--- src/rtl/nodf_status_tracker_if.sv ---
// ---------------------------------------------------------------------------
// nodf_status_tracker_if
// Groups the ap_ctrl handshake of one non-dataflow HLS block so that the
// status tracker can watch it.
//   ap_start    : start request towards the block
//   ap_ready    : block accepts its inputs this cycle
//   ap_done     : block produces a result this cycle
//   ap_continue : downstream accepts the result
// Modports:
//   master : the side that drives the handshake (block/harness)
//   slave  : a passive observer that only samples it
// ---------------------------------------------------------------------------
interface nodf_status_tracker_if;
    logic ap_start;
    logic ap_ready;
    logic ap_done;
    logic ap_continue;

    modport master (output ap_start, output ap_ready, output ap_done, output ap_continue);
    modport slave  (input  ap_start, input  ap_ready, input  ap_done, input  ap_continue);
endinterface

--- src/rtl/nodf_status_tracker.sv ---
// ---------------------------------------------------------------------------
// nodf_status_tracker
// Passive observer of one HLS block's ap_ctrl handshake. Counts start
// handshakes (ap_start & ap_ready) and completions (ap_done & ap_continue),
// keeps start timestamps in a small FIFO to measure per-transaction latency,
// measures the start-to-start interval and publishes a registered status.
// Ports:
//   clock, reset (async, active-low)
//   hs            : handshake interface, observed only
//   finish        : end-of-run flag, freezes the tracker once sampled high
//   status        : 0 IDLE, 1 BUSY, 2 HOLD, 3 FINISHED
//   start_evt/done_evt : one-cycle pulses per handshake
//   txn_started/txn_done/in_flight/cycle_cnt : counters
//   last_latency/max_latency/last_interval   : timing measurements
//   overflow/underflow : sticky error flags
// All outputs are registered and lag the sampled inputs by one cycle.
// ---------------------------------------------------------------------------
module nodf_status_tracker #(
    parameter int CNT_W = 32,
    parameter int DEPTH = 4
) (
    input  logic                       clock,
    input  logic                       reset,
    nodf_status_tracker_if.slave       hs,
    input  logic                       finish,
    output logic [1:0]                 status,
    output logic                       start_evt,
    output logic                       done_evt,
    output logic [CNT_W-1:0]           txn_started,
    output logic [CNT_W-1:0]           txn_done,
    output logic [$clog2(DEPTH):0]     in_flight,
    output logic [CNT_W-1:0]           cycle_cnt,
    output logic [CNT_W-1:0]           last_latency,
    output logic [CNT_W-1:0]           max_latency,
    output logic [CNT_W-1:0]           last_interval,
    output logic                       overflow,
    output logic                       underflow
);
    localparam int PTR_W = $clog2(DEPTH);
    localparam int OCC_W = PTR_W + 1;

    typedef enum logic [1:0] {
        ST_IDLE     = 2'd0,
        ST_BUSY     = 2'd1,
        ST_HOLD     = 2'd2,
        ST_FINISHED = 2'd3
    } status_t;

    status_t              status_r;
    logic                 start_evt_r;
    logic                 done_evt_r;
    logic [CNT_W-1:0]     txn_started_r;
    logic [CNT_W-1:0]     txn_done_r;
    logic [OCC_W-1:0]     occ_r;
    logic [CNT_W-1:0]     cycle_cnt_r;
    logic [CNT_W-1:0]     last_latency_r;
    logic [CNT_W-1:0]     max_latency_r;
    logic [CNT_W-1:0]     last_interval_r;
    logic                 overflow_r;
    logic                 underflow_r;
    logic [CNT_W-1:0]     prev_start_r;
    logic                 have_prev_r;
    logic [CNT_W-1:0]     ts_mem_r [DEPTH];
    logic [PTR_W-1:0]     wr_ptr_r;
    logic [PTR_W-1:0]     rd_ptr_r;

    logic                 s_hs_s;
    logic                 c_hs_s;
    logic                 frozen_s;
    logic                 empty_s;
    logic                 full_s;
    logic                 pop_s;
    logic                 push_s;
    logic                 lat_upd_s;
    logic [CNT_W-1:0]     latency_s;
    logic [OCC_W-1:0]     occ_nxt_s;
    status_t              status_nxt_s;

    // Handshake decode, FIFO control and next status.
    always_comb begin
        s_hs_s    = hs.ap_start & hs.ap_ready;
        c_hs_s    = hs.ap_done & hs.ap_continue;
        frozen_s  = finish | (status_r == ST_FINISHED);
        empty_s   = (occ_r == {OCC_W{1'b0}});
        full_s    = (occ_r == OCC_W'(DEPTH));
        pop_s     = c_hs_s & ~empty_s;
        // Start+completion on an empty FIFO is a zero-latency pass-through:
        // nothing is stored. When full, a push is only possible if a pop frees a slot.
        push_s    = s_hs_s & ~(c_hs_s & empty_s) & (~full_s | pop_s);
        lat_upd_s = pop_s | (c_hs_s & s_hs_s & empty_s);
        if (pop_s) begin
            latency_s = cycle_cnt_r - ts_mem_r[rd_ptr_r];
        end else begin
            latency_s = {CNT_W{1'b0}};
        end
        occ_nxt_s = occ_r + {{PTR_W{1'b0}}, push_s} - {{PTR_W{1'b0}}, pop_s};
        if (frozen_s) begin
            status_nxt_s = ST_FINISHED;
        end else if (hs.ap_done & ~hs.ap_continue) begin
            status_nxt_s = ST_HOLD;
        end else if (occ_nxt_s != {OCC_W{1'b0}}) begin
            status_nxt_s = ST_BUSY;
        end else begin
            status_nxt_s = ST_IDLE;
        end
    end

    // Tracker state: counters, timestamp FIFO, measurements and flags.
    always_ff @(posedge clock or negedge reset) begin
        if (!reset) begin
            status_r        <= ST_IDLE;
            start_evt_r     <= 1'b0;
            done_evt_r      <= 1'b0;
            txn_started_r   <= {CNT_W{1'b0}};
            txn_done_r      <= {CNT_W{1'b0}};
            occ_r           <= {OCC_W{1'b0}};
            cycle_cnt_r     <= {CNT_W{1'b0}};
            last_latency_r  <= {CNT_W{1'b0}};
            max_latency_r   <= {CNT_W{1'b0}};
            last_interval_r <= {CNT_W{1'b0}};
            overflow_r      <= 1'b0;
            underflow_r     <= 1'b0;
            prev_start_r    <= {CNT_W{1'b0}};
            have_prev_r     <= 1'b0;
            wr_ptr_r        <= {PTR_W{1'b0}};
            rd_ptr_r        <= {PTR_W{1'b0}};
            for (int i = 0; i < DEPTH; i++) begin
                ts_mem_r[i] <= {CNT_W{1'b0}};
            end
        end else if (frozen_s) begin
            // Terminal state: everything holds, only the pulses drop.
            status_r    <= status_nxt_s;
            start_evt_r <= 1'b0;
            done_evt_r  <= 1'b0;
        end else begin
            status_r    <= status_nxt_s;
            start_evt_r <= s_hs_s;
            done_evt_r  <= c_hs_s;
            occ_r       <= occ_nxt_s;
            if (cycle_cnt_r != {CNT_W{1'b1}}) begin
                cycle_cnt_r <= cycle_cnt_r + CNT_W'(1'b1);
            end else begin
                cycle_cnt_r <= cycle_cnt_r;
            end
            if (s_hs_s) begin
                txn_started_r <= txn_started_r + CNT_W'(1'b1);
                prev_start_r  <= cycle_cnt_r;
                have_prev_r   <= 1'b1;
                if (have_prev_r) begin
                    last_interval_r <= cycle_cnt_r - prev_start_r;
                end
            end
            if (c_hs_s) begin
                txn_done_r <= txn_done_r + CNT_W'(1'b1);
            end
            if (push_s) begin
                ts_mem_r[wr_ptr_r] <= cycle_cnt_r;
                wr_ptr_r           <= wr_ptr_r + PTR_W'(1'b1);
            end
            if (pop_s) begin
                rd_ptr_r <= rd_ptr_r + PTR_W'(1'b1);
            end
            if (lat_upd_s) begin
                last_latency_r <= latency_s;
                if (latency_s > max_latency_r) begin
                    max_latency_r <= latency_s;
                end
            end
            if (s_hs_s & full_s & ~c_hs_s) begin
                overflow_r <= 1'b1;
            end
            if (c_hs_s & empty_s & ~s_hs_s) begin
                underflow_r <= 1'b1;
            end
        end
    end

    assign status        = status_r;
    assign start_evt     = start_evt_r;
    assign done_evt      = done_evt_r;
    assign txn_started   = txn_started_r;
    assign txn_done      = txn_done_r;
    assign in_flight     = occ_r;
    assign cycle_cnt     = cycle_cnt_r;
    assign last_latency  = last_latency_r;
    assign max_latency   = max_latency_r;
    assign last_interval = last_interval_r;
    assign overflow      = overflow_r;
    assign underflow     = underflow_r;
endmodule

--- src/flat_wrapper.sv ---
// flat-port wrapper written by rule: the top's interface ports become plain ports
module nodf_status_tracker_flat 
#(
    parameter int CNT_W = 32,
    parameter int DEPTH = 4
)
  (clock, reset, finish, status, start_evt, done_evt, txn_started, txn_done, in_flight, cycle_cnt, last_latency, max_latency, last_interval, overflow, underflow, hs_ap_start, hs_ap_ready, hs_ap_done, hs_ap_continue);
  nodf_status_tracker_if hs_i ();
  input  logic clock;
  input  logic reset;
  input  logic finish;
  output logic [1:0] status;
  output logic start_evt;
  output logic done_evt;
  output logic [CNT_W-1:0] txn_started;
  output logic [CNT_W-1:0] txn_done;
  output logic [$clog2(DEPTH):0] in_flight;
  output logic [CNT_W-1:0] cycle_cnt;
  output logic [CNT_W-1:0] last_latency;
  output logic [CNT_W-1:0] max_latency;
  output logic [CNT_W-1:0] last_interval;
  output logic overflow;
  output logic underflow;
  input wire logic [$bits(hs_i.ap_start)-1:0] hs_ap_start;
  input wire logic [$bits(hs_i.ap_ready)-1:0] hs_ap_ready;
  input wire logic [$bits(hs_i.ap_done)-1:0] hs_ap_done;
  input wire logic [$bits(hs_i.ap_continue)-1:0] hs_ap_continue;
  assign hs_i.ap_start = hs_ap_start;
  assign hs_i.ap_ready = hs_ap_ready;
  assign hs_i.ap_done = hs_ap_done;
  assign hs_i.ap_continue = hs_ap_continue;
  nodf_status_tracker #(.CNT_W(CNT_W), .DEPTH(DEPTH)) u_core (.clock(clock), .reset(reset), .hs(hs_i), .finish(finish), .status(status), .start_evt(start_evt), .done_evt(done_evt), .txn_started(txn_started), .txn_done(txn_done), .in_flight(in_flight), .cycle_cnt(cycle_cnt), .last_latency(last_latency), .max_latency(max_latency), .last_interval(last_interval), .overflow(overflow), .underflow(underflow));
endmodule
--- config.mk ---
export PLATFORM = sky130hd
export DESIGN_NAME = nodf_status_tracker_flat
export DESIGN_NICKNAME = d
export VERILOG_FILES = /design/src/rtl/nodf_status_tracker_if.sv /design/src/rtl/nodf_status_tracker.sv /design/src/flat_wrapper.sv
export SDC_FILE = /design/constraint.sdc
export NUM_CORES = 1
export LEC_CHECK = 0
export ABC_AREA = 1
export ABC_CLOCK_PERIOD_IN_PS = 4200
export CAP_MARGIN = 40
export CORE_UTILIZATION = 36
export CTS_BUF_LIST = sky130_fd_sc_hd__clkbuf_4
export CTS_CLUSTER_DIAMETER = 50
export DETAILED_ROUTE_END_ITERATION = 8
export SETUP_SLACK_MARGIN = 0.3
export SYNTH_ARGS = -nofsm -noshare
export SYNTH_HDL_FRONTEND = slang
export SYNTH_SLANG_ARGS = --single-unit
export TNS_END_PERCENT = 5
--- constraint.sdc ---
create_clock -name clock -period 4.2 [get_ports clock]
set_input_delay 0.84 -clock clock [delete_from_list [all_inputs] [get_ports clock]]
set_output_delay 0.84 -clock clock [all_outputs]
set_load 0.02 [all_outputs]
==> impl_metrics.env <==
export IMPL_top_level_ports=208
export IMPL_yosysUniqueCellTypes=47
export IMPL_period_minus_slack_ps=4250
export IMPL_final_setup_viol_count=32
export IMPL_met3WireLength_mm=3.46
export IMPL_min_path_type="reg -> reg"
export IMPL_violations="setup timing"
export IMPL_initial_core_util=0.366
export IMPL_fin_skew_ps=79.2
export IMPL_wl_met2_mm=30.7
export IMPL_h_tree_depth=3
export IMPL_placement_rows=88
export IMPL_post_synth_inst_count=2822
export IMPL_post_synthesis_instance_area_mm2=0.0212
export IMPL_placement_setup_worst_slack_ps=-310
export IMPL_fillers=5785
export IMPL_grtUsageTotal=0.221
export IMPL_maximum_vdd_ir_drop_mv=0.174
export IMPL_timing_critical_path_from="u_core.rd_ptr_r[0]"
export IMPL_dieHeight_um=245
export IMPL_total_leakage_power_nw=13.9
export IMPL_critPathMaxFanout=8
export IMPL_skew_pair_late_insertion_delay_ps=880
export IMPL_post_route_drc_count=0
export IMPL_final_ant_viol_nets=0
export IMPL_detail_route_iter0_violations=1145
export IMPL_power_density_mw_per_mm2=252
export IMPL_number_of_sinks_on_the_clock_net=366
export IMPL_drive_above_1_share=0.167
export IMPL_wl_mm=65.8
export IMPL_measured_slew_at_the_worst_slew_check_pin_ps=887
export IMPL_synth_edf_count=0
export IMPL_detailedRoute_firstPassIterationCount=5
export IMPL_worst_setup_hold_path_clk_slew_ps=60
export IMPL_postSynthRegisterBits=366
export IMPL_die_width_um=245
export IMPL_grt_pass1_vias=20100
export IMPL_core_region_area_mm2=0.0579
export IMPL_ys_seq_area_frac=0.432
export IMPL_slew_headroom=0.409
export IMPL_grt_max_degree=104
export IMPL_outcome="finished, violations left"
export IMPL_root_buffer="sky130_fd_sc_hd__clkbuf_4"
export IMPL_clockBufferDepth=3
export IMPL_timing_final_hold_violations=0
export IMPL_design_die_area_mm2=0.0599
export IMPL_synth_nets=2936
export IMPL_final_max_slew_viol_count=0
export IMPL_postSynth_asyncResetShare=1.00
export IMPL_layout_worst_path_cycle_share=1.01
export IMPL_cts_buffers_inserted=103
export IMPL_crit_path_end_kind="flip-flop"
export IMPL_grt_setup_unrepaired="true"
export IMPL_top_layer="met4"
export IMPL_post_detailed_route_wirelength_per_cell_um=16.0
export IMPL_grt_first_pass_wirelength_mm=106
export IMPL_post_synth_cell_area_avg_um2=7.51
export IMPL_required_ps=4950
export IMPL_area_growth_syn_to_layout_pct=31.3
export IMPL_critical_path_arrival_ps=5000
export IMPL_vias_per_cell=4.92
export IMPL_wl_met1_mm=30.0
export IMPL_final_setup_worst_slack_ps=-47.4
export IMPL_critical_path_type="reg -> reg"
export IMPL_finalNetCount=3381
export IMPL_startpoint_of_the_worst_register_to_register_path="u_core.rd_ptr_r[0]"
export IMPL_tritoncts="done"
export IMPL_num_vias=20200
export IMPL_grt_overflow_total=0
export IMPL_portbufs=207
export IMPL_globalplace_congestion=0.902
export IMPL_maximum_clock_frequency_mhz=235
export IMPL_number_of_antenna_violations_at_the_first_check_in_global_routing=1
export IMPL_max_cap_viol_count=0
export IMPL_synth_ff_type="sky130_fd_sc_hd__dfrtp_1"
export IMPL_startpoint_type="flip-flop"
export IMPL_dp_hpwl_mm=48.5
export IMPL_holdCritStartpoint="u_core.overflow"
export IMPL_synth_warning_count=0
export IMPL_power_w=0.00703
-- worst max-delay path, cell delays in order (launching register included) --
cell and delay [ps]:
sky130_fd_sc_hd__dfrtp_2 470, sky130_fd_sc_hd__inv_8 140, sky130_fd_sc_hd__buf_12 130, sky130_fd_sc_hd__buf_16 130, sky130_fd_sc_hd__nand2_2 50, sky130_fd_sc_hd__a32o_2 280
sky130_fd_sc_hd__ha_4 320, sky130_fd_sc_hd__nand2_2 70, sky130_fd_sc_hd__buf_4 140, sky130_fd_sc_hd__nor2_2 140, sky130_fd_sc_hd__nand2_1 100, sky130_fd_sc_hd__nor2_1 120
sky130_fd_sc_hd__nand2_1 100, sky130_fd_sc_hd__a21oi_2 150, sky130_fd_sc_hd__nor2_2 80, sky130_fd_sc_hd__ha_1 280, sky130_fd_sc_hd__nand2_2 70, sky130_fd_sc_hd__nor2_1 110
sky130_fd_sc_hd__nand4_1 170, sky130_fd_sc_hd__nor2_4 180, sky130_fd_sc_hd__nand4_1 190, sky130_fd_sc_hd__nand2_2 120, sky130_fd_sc_hd__buf_4 110, sky130_fd_sc_hd__inv_2 50
sky130_fd_sc_hd__nand2_8 120, sky130_fd_sc_hd__clkbuf_16 180, sky130_fd_sc_hd__nand2_1 50, sky130_fd_sc_hd__nand2_1 60
-- synth_stat cells (2+ instances only) --
cell	n	area (um2)
sky130_fd_sc_hd__nand2_1	1007	3780
sky130_fd_sc_hd__nor2_2	5	31.3
sky130_fd_sc_hd__inv_1	331	1240
sky130_fd_sc_hd__buf_2	35	175
sky130_fd_sc_hd__buf_1	7	26.3
sky130_fd_sc_hd__xnor2_1	29	254
sky130_fd_sc_hd__nor3_1	46	230
sky130_fd_sc_hd__nand2_2	3	18.8
sky130_fd_sc_hd__o21a_1	5	37.5
sky130_fd_sc_hd__nor2_4	2	22.5
sky130_fd_sc_hd__nor2_8	2	40.0
sky130_fd_sc_hd__nor4_1	6	37.5
sky130_fd_sc_hd__nand2_4	5	56.3
sky130_fd_sc_hd__nor3_2	10	100
sky130_fd_sc_hd__and3_1	2	12.5
sky130_fd_sc_hd__nand3b_1	9	67.6
sky130_fd_sc_hd__nor2_1	197	739
sky130_fd_sc_hd__buf_4	2	15.0
sky130_fd_sc_hd__a32o_1	29	290
sky130_fd_sc_hd__dfrtp_1	366	9160
sky130_fd_sc_hd__and2_1	3	18.8
sky130_fd_sc_hd__or2_2	6	37.5
sky130_fd_sc_hd__nand3_1	91	455
sky130_fd_sc_hd__xor2_1	76	666
sky130_fd_sc_hd__ha_1	104	1300
sky130_fd_sc_hd__o21ai_0	92	460
sky130_fd_sc_hd__nand3_2	5	50.1
sky130_fd_sc_hd__a21oi_1	119	596
sky130_fd_sc_hd__buf_6	2	22.5
sky130_fd_sc_hd__a31o_2	2	17.5
sky130_fd_sc_hd__fa_1	3	60.1
sky130_fd_sc_hd__inv_2	10	37.5
sky130_fd_sc_hd__o21bai_1	5	37.5
sky130_fd_sc_hd__nand4_1	33	206
sky130_fd_sc_hd__a21o_1	4	30.0
sky130_fd_sc_hd__nor3b_1	2	15.0
sky130_fd_sc_hd__clkbuf_1	28	105
sky130_fd_sc_hd__o21ai_2	2	17.5
sky130_fd_sc_hd__o21ai_1	129	646
-- stage by stage --
stage | hold WS (ps) | instances | utilization | instance area (um2) | setup TNS [ps]
6_report | 473 | 4111 | 0.481 | 27800 | -961
5_1_grt | 492 | 4111 | 0.481 | 27800 | -8200
2_1_floorplan | 454 | 2822 | - | 21200 | 0
3_3_place_gp | 454 | 3898 | 0.438 | 25400 | -20780
3_5_place_dp | 459 | 3899 | 0.438 | 25400 | -9180
4_1_cts | 478 | 4096 | 0.470 | 27200 | -594
-- layout make-up --
class / instances / area, um2 / area share
antenna: 1 / 2.50 / 0.0000899
clock buffer: 149 / 1120 / 0.0402
clock inverter: 34 / 188 / 0.00674
inverter: 341 / 1290 / 0.0462
multi-input combinational: 2041 / 11100 / 0.400
sequential: 366 / 9160 / 0.329
tap: 765 / 957 / 0.0344
timing repair buffer: 414 / 4000 / 0.144
-- layer usage --
metal,up-vias,track usage
met1,9615,0.293
li1,9975,-
met5,-,0
met3,102,0.0399
met4,0,0.0807
met2,540,0.359
-- sequential cells by signal, indices dropped and copies added (netlist names) --
signal                cells
u_core.last_latency      32
u_core.last_interval     32
u_core.txn_done          32
u_core.have_prev_r        1
u_core.underflow          1
u_core.max_latency       32
u_core.wr_ptr_r           2
u_core.rd_ptr_r           2
u_core.start_evt          1
u_core.ts_mem_r         128
u_core.status             2
u_core.in_flight          3
u_core.cycle_cnt         32
u_core.done_evt           1
u_core.prev_start_r      32
u_core.txn_started       32
u_core.overflow           1
-- cell usage in the layout, fill, tap and decap left out, types with 6 or more instances in the layout --
cell / synthesis / routed
sky130_fd_sc_hd__nand2_4: 5 / 6
sky130_fd_sc_hd__or2_2: 6 / 6
sky130_fd_sc_hd__clkdlybuf4s50_1: 0 / 206
sky130_fd_sc_hd__a21oi_1: 119 / 107
sky130_fd_sc_hd__xor2_1: 76 / 76
sky130_fd_sc_hd__nor2_1: 197 / 170
sky130_fd_sc_hd__clkinv_1: 0 / 22
sky130_fd_sc_hd__o21ai_0: 92 / 89
sky130_fd_sc_hd__buf_12: 0 / 15
sky130_fd_sc_hd__nand3b_1: 9 / 9
sky130_fd_sc_hd__ha_1: 104 / 77
sky130_fd_sc_hd__a32o_1: 29 / 23
sky130_fd_sc_hd__ha_4: 0 / 26
sky130_fd_sc_hd__nand4_1: 33 / 33
sky130_fd_sc_hd__nand2_1: 1007 / 970
sky130_fd_sc_hd__a21oi_2: 1 / 11
sky130_fd_sc_hd__inv_1: 331 / 325
sky130_fd_sc_hd__nand2_2: 3 / 38
sky130_fd_sc_hd__nor4_1: 6 / 6
sky130_fd_sc_hd__nor2_4: 2 / 6
sky130_fd_sc_hd__dfrtp_1: 366 / 365
sky130_fd_sc_hd__nand3_2: 5 / 14
sky130_fd_sc_hd__nor3_1: 46 / 41
sky130_fd_sc_hd__o21ai_1: 129 / 131
sky130_fd_sc_hd__buf_4: 2 / 177
sky130_fd_sc_hd__xnor2_1: 29 / 29
sky130_fd_sc_hd__a32o_2: 0 / 6
sky130_fd_sc_hd__inv_2: 10 / 17
sky130_fd_sc_hd__nor2_2: 5 / 28
sky130_fd_sc_hd__nor3_2: 10 / 11
sky130_fd_sc_hd__clkbuf_4: 0 / 149
sky130_fd_sc_hd__nand3_1: 91 / 81
-- final timing paths --
check | end | slack [ps] | cells after the start
max | u_core.max_latency[25] | -50 | 27
min | u_core.overflow | 470 | 1
max reg2reg | u_core.max_latency[25] | -50 | 27
min reg2reg | u_core.overflow | 470 | 1
max in group asynchronous | u_core.cycle_cnt[6] | 2550 | 3
min in group asynchronous | u_core.txn_done[26] | 630 | 2
-- cell families after synthesis --
kind of cell	Yosys count	share of synthesized area
AO/OA/AOI/OAI	391	0.102
XOR/XNOR	105	0.0434
adder cells (fa/ha/maj)	107	0.0642
buffers and inverters	415	0.0766
flip-flops	366	0.432
multiplexers	2	0.00106
AND/OR/NAND/NOR	1436	0.281
-- power by group --
| part | switching (W) | leakage (nW) | total, W | internal, W |
|---|---|---|---|---|
| registers | 0 | 4.78 | 0.00353 | 0.00353 |
| clock network | 0.00162 | 0.783 | 0.00331 | 0.00170 |
| logic | 0.000131 | 8.34 | 0.000188 | 0.0000569 |
-- repair_timing --
item | 4_1_cts | 5_1_grt
resized for setup | 69 | 103
pin swaps | 11 | 33
endpoints found under the setup margin | 32 | 32
hold buffers | 1 | 0
buffers inserted | 10 | 9
endpoints found under the hold margin | 12 | 0
cloned | 3 | 5
(Power assumes the default switching activity.)
